<file path="config.mk">
export PLATFORM = sky130hd
export DESIGN_NAME = mano_io_terminal
export DESIGN_NICKNAME = d
export VERILOG_FILES = /design/src/rtl/mano_io_terminal.sv
export SDC_FILE = /design/constraint.sdc
export NUM_CORES = 1
export LEC_CHECK = 0
export ABC_AREA = 1
export CORE_ASPECT_RATIO = 0.8
export CORE_MARGIN = 2
export CORE_UTILIZATION = 57
export CTS_CLUSTER_SIZE = 24
export DETAILED_ROUTE_END_ITERATION = 8
export GPL_ROUTABILITY_DRIVEN = 1
export GPL_TIMING_DRIVEN = 0
export PLACE_DENSITY = 0.84
export SLEW_MARGIN = 30
export SYNTH_ARGS = -nofsm -noshare
export SYNTH_HDL_FRONTEND = slang
export SYNTH_SLANG_ARGS = --single-unit
export TNS_END_PERCENT = 100
</file>
<file path="constraint.sdc">
create_clock -name CLK -period 3.6 [get_ports CLK]
set_clock_uncertainty 0.15 [all_clocks]
set_input_delay 1.08 -clock CLK [delete_from_list [all_inputs] [get_ports CLK]]
set_output_delay 1.08 -clock CLK [all_outputs]
set_load 0.02 [all_outputs]
</file>
<file path="src/rtl/mano_io_terminal.sv">
`default_nettype none
// ============================================================================
// mano_io_terminal : device-side INPR/FGI and OUTR/FGO flag handshake with a
//                    keyboard FIFO and a printer busy-time countdown.
// Revision 1.0
// ============================================================================
module mano_io_terminal #(
  parameter int KEY_DEPTH    = 4,
  parameter int PRINT_CYCLES = 8
) (
  input  logic       CLK,
  input  logic       RST,
  input  logic       out_ld,
  input  logic [7:0] out_data,
  input  logic       inp_rd,
  input  logic       ien,
  output logic [7:0] INPR,
  output logic       FGI,
  output logic       FGO,
  output logic       irq,
  output logic       out_err,
  input  logic       key_valid,
  input  logic [7:0] key_data,
  output logic       key_ready,
  output logic       prn_valid,
  output logic [7:0] prn_data,
  input  logic       prn_ready
);

  localparam int AW = $clog2(KEY_DEPTH);
  localparam int CW = (PRINT_CYCLES > 1) ? $clog2(PRINT_CYCLES) : 1;
  localparam logic [CW-1:0] CNT_LOAD  = CW'(PRINT_CYCLES - 1);
  localparam logic [AW:0]   DEPTH_CNT = (AW + 1)'(KEY_DEPTH);

  typedef enum logic [1:0] {
    IDLE   = 2'd0,
    LOADED = 2'd1,
    BUSY   = 2'd2
  } out_state_t;

  logic [7:0]    key_mem_q [KEY_DEPTH];
  logic [AW-1:0] wr_ptr_q, rd_ptr_q;
  logic [AW:0]   count_q, count_d;
  logic [7:0]    inpr_q;
  logic          fgi_q;
  logic          key_ready_q;

  out_state_t    state_q;
  logic [CW-1:0] cnt_q;
  logic [7:0]    outr_q;
  logic          fgo_q;
  logic          prn_valid_q;
  logic          out_err_q;

  logic push, pop;

  // key_ready is registered, so a full FIFO never accepts a push even when
  // a pop happens on the same edge.
  assign push = key_valid & key_ready_q;
  assign pop  = ~fgi_q & (count_q != '0);

  always_comb begin
    count_d = count_q;
    case ({push, pop})
      2'b10:   count_d = count_q + 1'b1;
      2'b01:   count_d = count_q - 1'b1;
      default: count_d = count_q;
    endcase
  end

  always_ff @(posedge CLK) begin
    if (push) key_mem_q[wr_ptr_q] <= key_data;
  end

  always_ff @(posedge CLK) begin
    if (RST) begin
      wr_ptr_q    <= '0;
      rd_ptr_q    <= '0;
      count_q     <= '0;
      key_ready_q <= 1'b1;
      inpr_q      <= 8'h00;
      fgi_q       <= 1'b0;
    end else begin
      count_q     <= count_d;
      key_ready_q <= (count_d != DEPTH_CNT);
      if (push) wr_ptr_q <= wr_ptr_q + AW'(1);
      if (pop) begin
        rd_ptr_q <= rd_ptr_q + AW'(1);
        inpr_q   <= key_mem_q[rd_ptr_q];
        fgi_q    <= 1'b1;
      end else if (inp_rd && fgi_q) begin
        fgi_q <= 1'b0;
      end
    end
  end

  always_ff @(posedge CLK) begin
    if (RST) begin
      state_q     <= IDLE;
      cnt_q       <= '0;
      outr_q      <= 8'h00;
      fgo_q       <= 1'b1;
      prn_valid_q <= 1'b0;
      out_err_q   <= 1'b0;
    end else begin
      // A write arriving while not idle is an overrun: OUTR keeps its value.
      if (out_ld && state_q != IDLE) out_err_q <= 1'b1;
      case (state_q)
        IDLE: begin
          if (out_ld) begin
            outr_q      <= out_data;
            state_q     <= LOADED;
            fgo_q       <= 1'b0;
            prn_valid_q <= 1'b1;
          end
        end
        LOADED: begin
          if (prn_ready) begin
            state_q     <= BUSY;
            cnt_q       <= CNT_LOAD;
            prn_valid_q <= 1'b0;
          end
        end
        BUSY: begin
          if (cnt_q == '0) begin
            state_q <= IDLE;
            fgo_q   <= 1'b1;
          end else begin
            cnt_q <= cnt_q - 1'b1;
          end
        end
        default: begin
          state_q     <= IDLE;
          fgo_q       <= 1'b1;
          prn_valid_q <= 1'b0;
        end
      endcase
    end
  end

  assign INPR      = inpr_q;
  assign FGI       = fgi_q;
  assign FGO       = fgo_q;
  assign irq       = ien & (fgi_q | fgo_q);
  assign out_err   = out_err_q;
  assign key_ready = key_ready_q;
  assign prn_valid = prn_valid_q;
  assign prn_data  = outr_q;

endmodule
`default_nettype wire

</file>
==> flow_metrics.env, run 1 <==
export IMPL_status="finished clean"
export IMPL_multi_input_area_um2=911
export IMPL_ys_async_sr_fraction=0
export IMPL_cts_sinks=65
export IMPL_drc_errors=0
export IMPL_antenna_found_initial=1
export IMPL_coreArea_um2=4680
export IMPL_htreeDepth=3
export IMPL_die_h_um=67.0
export IMPL_postSynthAreaPerCell_um2=9.10
export IMPL_postCtsSetupBuffers=0
export IMPL_grt_use_total=0.235
export IMPL_fmax_mhz=288
export IMPL_cts_tree="yes"
export IMPL_hold_viol=0
export IMPL_critical_path_max_stage_delay_ns=0.59
export IMPL_ir_drop_v=0.000581
export IMPL_hpwlAfterDp_um=3850
export IMPL_crit_required_ns=2.37
export IMPL_clk_pin_slew_ns=0.07
export IMPL_min_path_type="reg -> reg"
export IMPL_port_buffers=43
export IMPL_cp_max_fo=1
export IMPL_period_share=0.964
export IMPL_finalCriticalPeriod_ns=3.47
export IMPL_cts_repair_resized=0
export IMPL_grt_overflow_total=0
export IMPL_ant_nets=0
export IMPL_mappedNetlistArea_um2=2830
export IMPL_ios=45
export IMPL_power_density_nw_per_um2=745
export IMPL_startpoint_type="primary input"
export IMPL_viasPerCell=5.04
export IMPL_clock_root_buffer="clkbuf_8"
export IMPL_cap_violations=0
export IMPL_wl_per_cell_um=13.7
export IMPL_drtIter0Drc=126
export IMPL_final_cell_mix="58 x nor2_1, 49 x inv_1, 48 x nand2_1"
export IMPL_cts_hold_buffers=0
export IMPL_grt_pass1_vias=1987
export IMPL_worstPathCellList="clkdlybuf4s50_1 > o21a_1 > clkdlybuf4s50_1"
export IMPL_gp_congestion=0.775
export IMPL_leakagePower_nw=1.52
export IMPL_seq_area_um2=1620
export IMPL_grt_max_degree=13
export IMPL_ys_flop_type="dfxtp_1"
export IMPL_setup_viol=0
export IMPL_syn_nets=342
export IMPL_vias=2168
export IMPL_firstDrtPassIters=4
export IMPL_antenna_cells=0
export IMPL_yosysSeqAreaShare=0.573
export IMPL_crit_top_cell="clkdlybuf4s50_1"
export IMPL_tightest_slew_ns=0.786
export IMPL_synth_cell_type_count=30
export IMPL_drive_above_1_share=0.0973
export IMPL_arrival_ns=2.24
export IMPL_crit_path_end_kind="output port"
export IMPL_rows=22
export IMPL_fin_tns_setup_ns=0
export IMPL_drt_total_wl_um=5910
export IMPL_post_dp_cell_area_um2=3340
export IMPL_synth_edf_count=32
export IMPL_slew_limit_headroom=0.474
export IMPL_cts_path_max_buffers=2
export IMPL_cts_inserted_buffers=9
export IMPL_area_growth_pct=27.3
export IMPL_layout_commonest_cell="nor2_1"
export IMPL_slew_violations=0
export IMPL_synth_seq_cells=65
export IMPL_nets=396
export IMPL_yosysWarnings=0
export IMPL_start_util=0.605
export IMPL_synthCells=311
export IMPL_final_area_um2=3600
export IMPL_dieArea_um2=5550
export IMPL_rsz0062_at_grt="false"
export IMPL_clk_insertion_delay_late_ns=0.35
export IMPL_num_fill_cells=306
export IMPL_grt_first_pass_wirelength_um=9260
export IMPL_path_class="in -> out"
export IMPL_die_w_um=82.8
export IMPL_critical_path_slowest_cell="clkdlybuf4s50_1"
per-stage QoR:
stage	hold slack [ns]	power (mW)	util	setup WS, ns	instances
finish	0.316	2.68	0.770	0.129	430
global route	0.351	2.83	0.770	0.0727	430
CTS	0.319	2.68	0.770	0.120	430
detailed placement	0.306	1.86	0.713	0.124	414
global placement	0.299	1.83	0.713	0.139	414
floorplan	0.289	1.58	-	1.08	311
flip-flops by register name, summed over array words and instances (netlist names):
name	cells
prn_data	8
FGO	1
key_mem_q	32
out_err	1
state_q	2
key_ready	1
count_q	3
rd_ptr_q	2
wr_ptr_q	2
INPR	8
FGI	1
prn_valid	1
cnt_q	3
metal layers:
metal  vias up  wire length [um]  GRT usage
li1       1090                 -          -
met1       986              2570      0.288
met2        73              2810      0.370
met3        17               416     0.0691
met4         2               101      0.133
met5         -                13          0
where the power goes:
| part | internal (mW) | switching, mW |
|---|---|---|
| logic | 0.370 | 0.548 |
| clock network | 0.529 | 0.279 |
| registers | 0.904 | 0.0531 |
logic make-up (layout without fill, tap and decap cells):
| kind of cell | Yosys count | in the layout | synth area share |
|---|---|---|---|
| xor gates and xnor gates | 2 | 2 | 0.00619 |
| DFF | 65 | 65 | 0.573 |
| adders and majority gates | 8 | 8 | 0.0380 |
| and+or+nand+nor | 140 | 140 | 0.217 |
| buffers and inverters | 64 | 123 | 0.105 |
| AOI/OAI and AO/OA | 32 | 32 | 0.0610 |
cells in the mapped netlist (2+ instances only):
| cell type | number | area (um^2) |
|---|---|---|
| nor2_2 | 3 | 18.8 |
| dfxtp_1 | 33 | 661 |
| o21ai_0 | 12 | 60.1 |
| and2_1 | 8 | 50.1 |
| nor2_1 | 58 | 218 |
| nand2_1 | 48 | 180 |
| buf_6 | 6 | 67.6 |
| edfxtp_1 | 32 | 961 |
| buf_2 | 2 | 10.0 |
| inv_1 | 49 | 184 |
| buf_4 | 2 | 15.0 |
| ha_1 | 7 | 87.6 |
| inv_2 | 3 | 11.3 |
| a21oi_1 | 15 | 75.1 |
| nand3_1 | 14 | 70.1 |
| nand4_1 | 4 | 25.0 |
| a31oi_1 | 2 | 12.5 |
final cells by class:
type / instances / area share
sequential: 65 / 0.450
buffer: 11 / 0.0267
inverter: 53 / 0.0559
tap: 60 / 0.0208
multi-input combinational: 182 / 0.253
clock buffer: 9 / 0.0344
timing repair buffer: 43 / 0.119
clock inverter: 7 / 0.0396
critical path: cells and delay by family:
kind	cells	cell delay, ns
AO/OA/AOI/OAI	1	0.11
buffers and inverters	2	1.05
final timing paths:
check | startpoint | endpoint | slack, ns | depth (start not counted)
min reg2reg | FGO$_SDFFE_PP1P_ | FGO$_SDFFE_PP1P_ | 0.32 | 2
min | FGO$_SDFFE_PP1P_ | FGO$_SDFFE_PP1P_ | 0.32 | 2
max | ien | irq | 0.13 | 3
max reg2reg | count_q[0]$_SDFF_PP0_ | count_q[2]$_SDFF_PP0_ | 1.40 | 13
Power figures use the tool's default switching activity.
==> run 2: changes to the inputs <==
--- a/config.mk
+++ b/config.mk
@@ -7,13 +7,13 @@
 export LEC_CHECK = 0
 export ABC_AREA = 1
 export CORE_ASPECT_RATIO = 0.8
-export CORE_MARGIN = 2
 export CORE_UTILIZATION = 57
 export CTS_CLUSTER_SIZE = 24
 export DETAILED_ROUTE_END_ITERATION = 8
 export GPL_ROUTABILITY_DRIVEN = 1
 export GPL_TIMING_DRIVEN = 0
 export PLACE_DENSITY = 0.84
+export REMOVE_ABC_BUFFERS = 1
 export SLEW_MARGIN = 30
 export SYNTH_ARGS = -nofsm -noshare
 export SYNTH_HDL_FRONTEND = slang
==> flow_metrics.env, run 2 (same netlist as run 1, synthesis figures left out) <==
export IMPL_status="finished clean"
export IMPL_drt_total_wl_um=5580
export IMPL_leakagePower_nw=1.44
export IMPL_start_util=0.605
export IMPL_dieArea_um2=5250
export IMPL_area_growth_pct=21.8
export IMPL_cts_path_max_buffers=2
export IMPL_met3WireLength_um=236
export IMPL_tightest_slew_ns=0.810
export IMPL_cts_inserted_buffers=9
export IMPL_finalCriticalPeriod_ns=3.47
export IMPL_gp_congestion=0.724
export IMPL_period_share=0.963
export IMPL_nets=386
export IMPL_wl_per_cell_um=13.3
export IMPL_drive_above_1_share=0.0750
export IMPL_antenna_cells=0
export IMPL_viasPerCell=5.00
export IMPL_grt_overflow_total=0
export IMPL_fmax_mhz=289
export IMPL_reg2reg_from="count_q[0]$_SDFF_PP0_"
export IMPL_slew_limit_headroom=0.458
export IMPL_drtIter0Drc=115
export IMPL_cts_tree="yes"
export IMPL_largest_register="key_mem_q"
export IMPL_setup_viol=0
export IMPL_dp_cells=404
export IMPL_ios=45
export IMPL_drc_errors=0
export IMPL_crit_path_end_kind="output port"
export IMPL_instances_no_fill=420
export IMPL_top_layer="met4"
export IMPL_fin_tns_setup_ns=0
export IMPL_startpoint_type="primary input"
export IMPL_hold_start="prn_valid$_SDFFE_PP0P_"
export IMPL_coreArea_um2=4680
export IMPL_antenna_found_initial=0
export IMPL_layout_commonest_cell="nor2_1"
export IMPL_path_class="in -> out"
export IMPL_postCtsSetupBuffers=0
export IMPL_num_fill_cells=342
export IMPL_cts_hold_buffers=0
export IMPL_fin_total_pwr_mw=2.39
export IMPL_ant_nets=0
export IMPL_rows=22
export IMPL_wl_met2_um=2830
export IMPL_clk_insertion_delay_late_ns=0.35
export IMPL_die_w_um=80.8
export IMPL_clock_root_buffer="clkbuf_8"
export IMPL_seq_area_um2=1620
export IMPL_vias=2100
export IMPL_arrival_ns=2.24
export IMPL_cts_sinks=65
export IMPL_htreeDepth=3
export IMPL_rsz0062_at_grt="false"
export IMPL_power_density_nw_per_um2=693
export IMPL_multi_input_area_um2=911
export IMPL_ir_drop_v=0.000503
export IMPL_cts_repair_resized=0
export IMPL_die_h_um=65.0
export IMPL_min_path_type="reg -> reg"
export IMPL_final_cell_mix="58 x nor2_1, 49 x inv_1, 48 x nand2_1"
export IMPL_slew_violations=0
export IMPL_grt_max_degree=36
export IMPL_cap_violations=0
export IMPL_grt_pass1_vias=2075
export IMPL_crit_required_ns=2.37
export IMPL_crit_start="ien"
export IMPL_largest_register_ffs=32
export IMPL_clk_pin_slew_ns=0.07
export IMPL_grt_use_total=0.244
export IMPL_wl_met1_um=2420
export IMPL_firstDrtPassIters=4
export IMPL_hpwlAfterDp_um=3590
export IMPL_grt_first_pass_wirelength_um=9270
export IMPL_hold_viol=0
export IMPL_port_buffers=44
export IMPL_cp_max_fo=1
run 2: final cells by class:
class                      instances  share of cell area
clock buffer                       9              0.0359
clock inverter                     7              0.0207
inverter                          53              0.0585
multi-input combinational        182               0.264
sequential                        65               0.471
tap                               60              0.0218
timing repair buffer              44               0.128
run 2: through the flow:
stage	hold WS, ns	utilization	area, um^2	setup WS, ns
after global placement	0.298	0.694	3250	0.138
after floorplan	0.289	-	2730	1.08
after CTS	0.319	0.736	3450	0.127
final	0.318	0.736	3450	0.135
after global routing	0.335	0.736	3450	0.103
after detailed placement	0.308	0.695	3250	0.130
run 2: routing by layer:
layer,GRT usage,vias to the layer above
li1,-,1066
met3,0.0648,13
met5,0,-
met4,0.109,0
met1,0.289,971
met2,0.413,50
run 2: worst max-delay path, stage by stage:
cell,delay [ns]
clkdlybuf4s50_1,0.45
o21a_1,0.11
clkdlybuf4s50_1,0.59
run 2: worst paths after layout:
kind	cells after the start	end	slack (ns)
worst min register to register	2	prn_valid$_SDFFE_PP0P_	0.32
worst min-delay path	2	prn_valid$_SDFFE_PP0P_	0.32
worst max-delay path	3	irq	0.13
worst max register to register	10	key_ready$_SDFF_PP1_	1.16
run 2: where the power goes:
| group | leakage [nW] | total [mW] | internal [mW] | switching, mW |
|---|---|---|---|---|
| combinational | 0.783 | 0.769 | 0.305 | 0.465 |
| clock | 0.0912 | 0.606 | 0.317 | 0.288 |
| sequential | 0.567 | 1.01 | 0.905 | 0.110 |
==> run 3: changes to the inputs <==
--- a/config.mk
+++ b/config.mk
@@ -6,6 +6,7 @@
 export NUM_CORES = 1
 export LEC_CHECK = 0
 export ABC_AREA = 1
+export CAP_MARGIN = 25
 export CORE_ASPECT_RATIO = 0.8
 export CORE_UTILIZATION = 57
 export CTS_CLUSTER_SIZE = 24
==> results of run 3 <==
No change in the layout: final DEF, timing and power equal those of run 2.
